### src/rtl/fpu_issue_seq.sv
// fpu_issue_seq: issue sequencer for the shared multi-cycle FPU.
// Accepts one OP-FP instruction from ID, times its execution latency,
// performs the FP register-file writeback and stalls ID on structural,
// RAW and WAW hazards against the single pending destination register.
module fpu_issue_seq #(
    parameter int LAT_ADD  = 3,
    parameter int LAT_MUL  = 4,
    parameter int LAT_DIV  = 16,
    parameter int LAT_SQRT = 20,
    parameter int CNT_W    = 5
) (
    input  logic       clk,
    input  logic       rst,
    input  logic       id_fp_valid,
    input  logic [4:0] id_funct5,
    input  logic [4:0] id_rd,
    input  logic       id_rd_fp,
    input  logic [4:0] id_rs1,
    input  logic       id_rs1_fp,
    input  logic [4:0] id_rs2,
    input  logic       id_rs2_fp,
    input  logic       ex_flush,
    input  logic       wb_ready,
    output logic       fpu_start,
    output logic [4:0] fpu_op,
    output logic       wb_fp_we,
    output logic [4:0] wb_rd,
    output logic       stall,
    output logic       busy
);

    typedef enum logic [1:0] {
        IDLE = 2'd0,
        EXEC = 2'd1,
        WB   = 2'd2
    } state_t;

    state_t           state, state_nxt;
    logic [CNT_W-1:0] cnt, cnt_nxt;
    logic [4:0]       op_q;
    logic [4:0]       pend_rd;
    logic             start_q;
    logic             accept;
    logic             raw_hit;
    logic             waw_hit;

    // Counter load value: latency minus one, so EXEC lasts exactly LAT cycles.
    function automatic logic [CNT_W-1:0] lat_minus1(input logic [4:0] f5);
        int lat;
        case (f5)
            5'b00000, 5'b00001: lat = LAT_ADD;
            5'b00010:           lat = LAT_MUL;
            5'b00011:           lat = LAT_DIV;
            5'b01011:           lat = LAT_SQRT;
            default:            lat = 1;
        endcase
        return CNT_W'(lat - 1);
    endfunction

    // A flush in the same cycle kills the ID instruction before it can issue.
    assign accept = (state == IDLE) & id_fp_valid & ~ex_flush;

    // State, counter and the latched op/destination of the in-flight instruction.
    // NOTE: sequential state uses non-blocking assignments so every register
    // samples pre-edge values regardless of statement order.
    always_ff @(posedge clk or posedge rst) begin
        if (rst) begin
            state   <= IDLE;
            cnt     <= '0;
            op_q    <= '0;
            pend_rd <= '0;
            start_q <= 1'b0;
        end else begin
            state   <= state_nxt;
            cnt     <= cnt_nxt;
            start_q <= accept;
            if (accept) begin
                op_q    <= id_funct5;
                pend_rd <= id_rd;
            end
        end
    end

    // Next-state and counter update; the counter only moves during EXEC.
    // NOTE: every signal assigned here gets a default first so no latch is inferred.
    always_comb begin
        state_nxt = state;
        cnt_nxt   = cnt;
        case (state)
            IDLE: begin
                if (accept) begin
                    state_nxt = EXEC;
                    cnt_nxt   = lat_minus1(id_funct5);
                end
            end
            EXEC: begin
                if (cnt == '0) state_nxt = WB;
                else           cnt_nxt   = cnt - 1'b1;
            end
            WB: begin
                if (wb_ready) state_nxt = IDLE;
            end
            default: begin
                state_nxt = IDLE;
                cnt_nxt   = '0;
            end
        endcase
    end

    // Hazard compare against the pending destination; f0 is an ordinary FP register.
    always_comb begin
        raw_hit = (id_rs1_fp & (id_rs1 == pend_rd)) | (id_rs2_fp & (id_rs2 == pend_rd));
        waw_hit = id_rd_fp & (id_rd == pend_rd);
    end

    // Outputs are decoded from state so reset clears them immediately.
    always_comb begin
        busy      = (state != IDLE);
        fpu_start = start_q & (state == EXEC);
        fpu_op    = (state == EXEC) ? op_q : 5'd0;
        wb_fp_we  = (state == WB) & wb_ready;
        wb_rd     = (state == WB) ? pend_rd : 5'd0;
        stall     = busy & (id_fp_valid | raw_hit | waw_hit);
    end

endmodule

### config.mk
export PLATFORM = sky130hd
export DESIGN_NAME = fpu_issue_seq
export DESIGN_NICKNAME = d
export VERILOG_FILES = /design/src/rtl/fpu_issue_seq.sv
export SDC_FILE = /design/constraint.sdc
export NUM_CORES = 1
export LEC_CHECK = 0
export ABC_CLOCK_PERIOD_IN_PS = 2100
export CORE_MARGIN = 1.5
export CORE_UTILIZATION = 44
export DETAILED_ROUTE_END_ITERATION = 6
export HOLD_SLACK_MARGIN = 0.05
export PLACE_DENSITY = 0.77
export SYNTH_ARGS = -nofsm -noshare
export SYNTH_HDL_FRONTEND = slang
export SYNTH_SLANG_ARGS = --single-unit
### constraint.sdc
create_clock -name clk -period 2.1 [get_ports clk]
set_clock_uncertainty 0.2 [all_clocks]
set_input_delay 0.42 -clock clk [delete_from_list [all_inputs] [get_ports clk]]
set_output_delay 0.42 -clock clk [all_outputs]
set_load 0.03 [all_outputs]
==> impl_results.md <==
- IO Pins: 42
- CTS tree: built
- Detailed-route wire length per cell: 13.8 µm
- Async set-reset flop share out of synthesis: 1.00
- Final setup margin: -215 ps
- Most common cell in the synthesized netlist: dfrtp_1
- Critical Path RT: 1480 ps
- Root buffer cell: clkbuf_4
- GRT overflow: 0
- Vias in the first global route: 1,055
- EDFF count, synth: 0
- Detailed Place HPWL: 2.12 mm
- CP arrival: 1700 ps
- Placer Congestion: 0.757
- MaxCap Viol Count: 0
- CP Launch Type: flip-flop
- NumNets Final: 206
- Synth top cells by count: dfrtp_1 (18), xor2_1 (13), and2_1 (12), mux2_2 (10), inv_1 (9)
- Tightest Hold Check Type: in2async
- Cells after synthesis: 117
- Via density: 5.14
- Max Slew Vio Count: 0
- Pin count of the biggest net entering global routing: 19
- Overall Global Routing Usage: 0.223
- Total Wirelength: 2.82 mm
- Global routing usage on met2: 0.380
- Cell Area, Placed: 1640 µm²
- Final hold violation count: 0
- Synth unique cells: 31
- Peak supply drop: 699 µV
- Starting Density: 0.463
- Port buffer count: 41
- # DRC: 0
- Initial DRC Count: 7
- Met3 GRT Util: 0.0611
- Setup Total Neg Slack: -215 ps
- Clk sinks: 18
- PD cells: 1130 nW/µm²
- Htree depth: 1
- Failing checks: setup timing
- Core Box Area: 2480 µm²
- Die footprint: 2920 µm²
- Cts hold-fix bufs: 0
- Synth warnings: 0
- CP endpoint kind: output port
- Clk Latency, worst-skew pair: 300 ps
- Largest cells by area after synthesis: dfrtp_1 (39%), xor2_1 (9.9%), mux2_2 (9.8%)
- Initial antenna violation count: 0
- Routed Antenna Nets: 0
- Setup Viol. Count Final: 1
- Flops & latches, synth: 18
- Clock tree buffer depth: 2
- Die H: 54.1 µm
- Fin crit share: 1.10
- Worst-margin pin slew: 432 ps
- Cell Rows: 18
- Fin crit period: 2320 ps
- Final Power: 1.97 mW
- Synth area leader: dfrtp_1
- Pre-antenna DRT Iters: 4
- Synth Net Count: 147
- Num CTS Buffers: 3
- Layout cells sized above 1: 0.326
- Clock-pin slew on the worst setup and hold paths: 110 ps
- Synth Flop Type: dfrtp_1
- First-pass GRT wire length: 4.69 mm
- Post-synthesis sequential area ratio: 0.393
- Syn_area_per_cell: 9.81 µm²
- Max_slew headroom: 0.712
- RSZ-0062 raised after global routing: yes
- Die Width: 54.1 µm
- Outcome: finished, violations left
- Post-route cell area: 1740 µm²
- GR met1 Demand/Resource: 0.281
- Leakage: 0.798 nW
- Synth-to-layout area growth: 51.9%
- Global routing's busiest layer: met2
- Final core utilization: 0.704
- Fmax: 0.432 GHz
- Setup CP Type: reg2out
- Synth Cell Area: 1150 µm²
- Vias: 1,053
- Diode count: 0
- Yosys top cell area share: 0.393
- CP max FO: 4
logic make-up (layout without fill, tap and decap cells):
group                    count (synthesis)  in the layout  share of synthesized area
multiplexers                            10             10                     0.0981
AO/OA/AOI/OAI                           18             18                      0.111
AND/OR/NAND/NOR                         40             40                      0.203
buffers and inverters                   12             70                     0.0436
adder cells (fa/ha/maj)                  2              2                     0.0218
flip-flops                              18             18                      0.393
XOR/XNOR                                17             17                      0.130
critical path, cell delays in order (launching register included):
cell and delay, ps:
dfrtp_2 450, xor2_1 180, nor4_2 290, nand3_1 130
a31oi_2 210, buf_6 150
routing by layer:
metal / vias to the layer above / wire (µm)
li1: 525 / -
met1: 509 / 1240
met2: 15 / 1460
met3: 4 / 86
met4: 0 / 31
met5: - / 0
power by group:
group	switching (mW)	total [mW]	leakage, nW	internal (mW)
registers	0.154	0.657	0.220	0.503
logic	0.546	1.10	0.557	0.550
clock network	0.110	0.216	0.0210	0.106
total	0.810	1.97	0.798	1.16
placed cells by master, fill, tap and decap left out, types with 4 or more instances in the layout:
cell	count
inv_1	9
nand2_1	4
xor2_1	13
and2_1	12
dlygate4sd2_1	10
clkdlybuf4s50_1	17
xnor2_1	4
dfrtp_2	4
nor2_1	7
buf_4	28
o21ai_0	5
mux2_2	10
dfrtp_1	14
path summary, 6_finish.rpt:
check	from	to	slack (ps)	depth (start not counted)
hold reg to reg	op_q[0]$_DFFE_PP0P_	op_q[0]$_DFFE_PP0P_	310	1
setup / recovery	pend_rd[2]$_DFFE_PP0P_	stall	-220	5
hold / removal	rst	cnt[4]$_DFFE_PP0P_	230	3
min in group clk	op_q[0]$_DFFE_PP0P_	op_q[0]$_DFFE_PP0P_	310	1
setup reg to reg	cnt[0]$_DFFE_PP0P_	cnt[2]$_DFFE_PP0P_	230	6
max in group asynchronous	rst	pend_rd[2]$_DFFE_PP0P_	1260	3
stage by stage:
step	cells	hold WS, ps	worst slack, ps
floorplan	117	159	120
global placement	197	282	-348
detailed placement	197	290	-375
CTS	203	246	-204
global route	205	260	-304
finish	205	231	-215
final cells by class:
type,count,area (µm²)
fill,192,734
clock buffer,4,36.3
inverter,9,33.8
sequential,18,455
tap,30,37.5
timing repair buffer,57,492
multi-input combinational,87,688
state kept, by name, indices dropped and copies added, names as in the netlist:
signal   flops
start_q      1
op_q         5
pend_rd      5
cnt          5
state        2
what timing repair did:
action                                  4_1_cts  5_1_grt
pin swaps                                    10        3
buffers inserted                              2        2
gates resized for setup                      19        6
endpoints found under the setup margin       14       15
(Power assumes the default switching activity.)
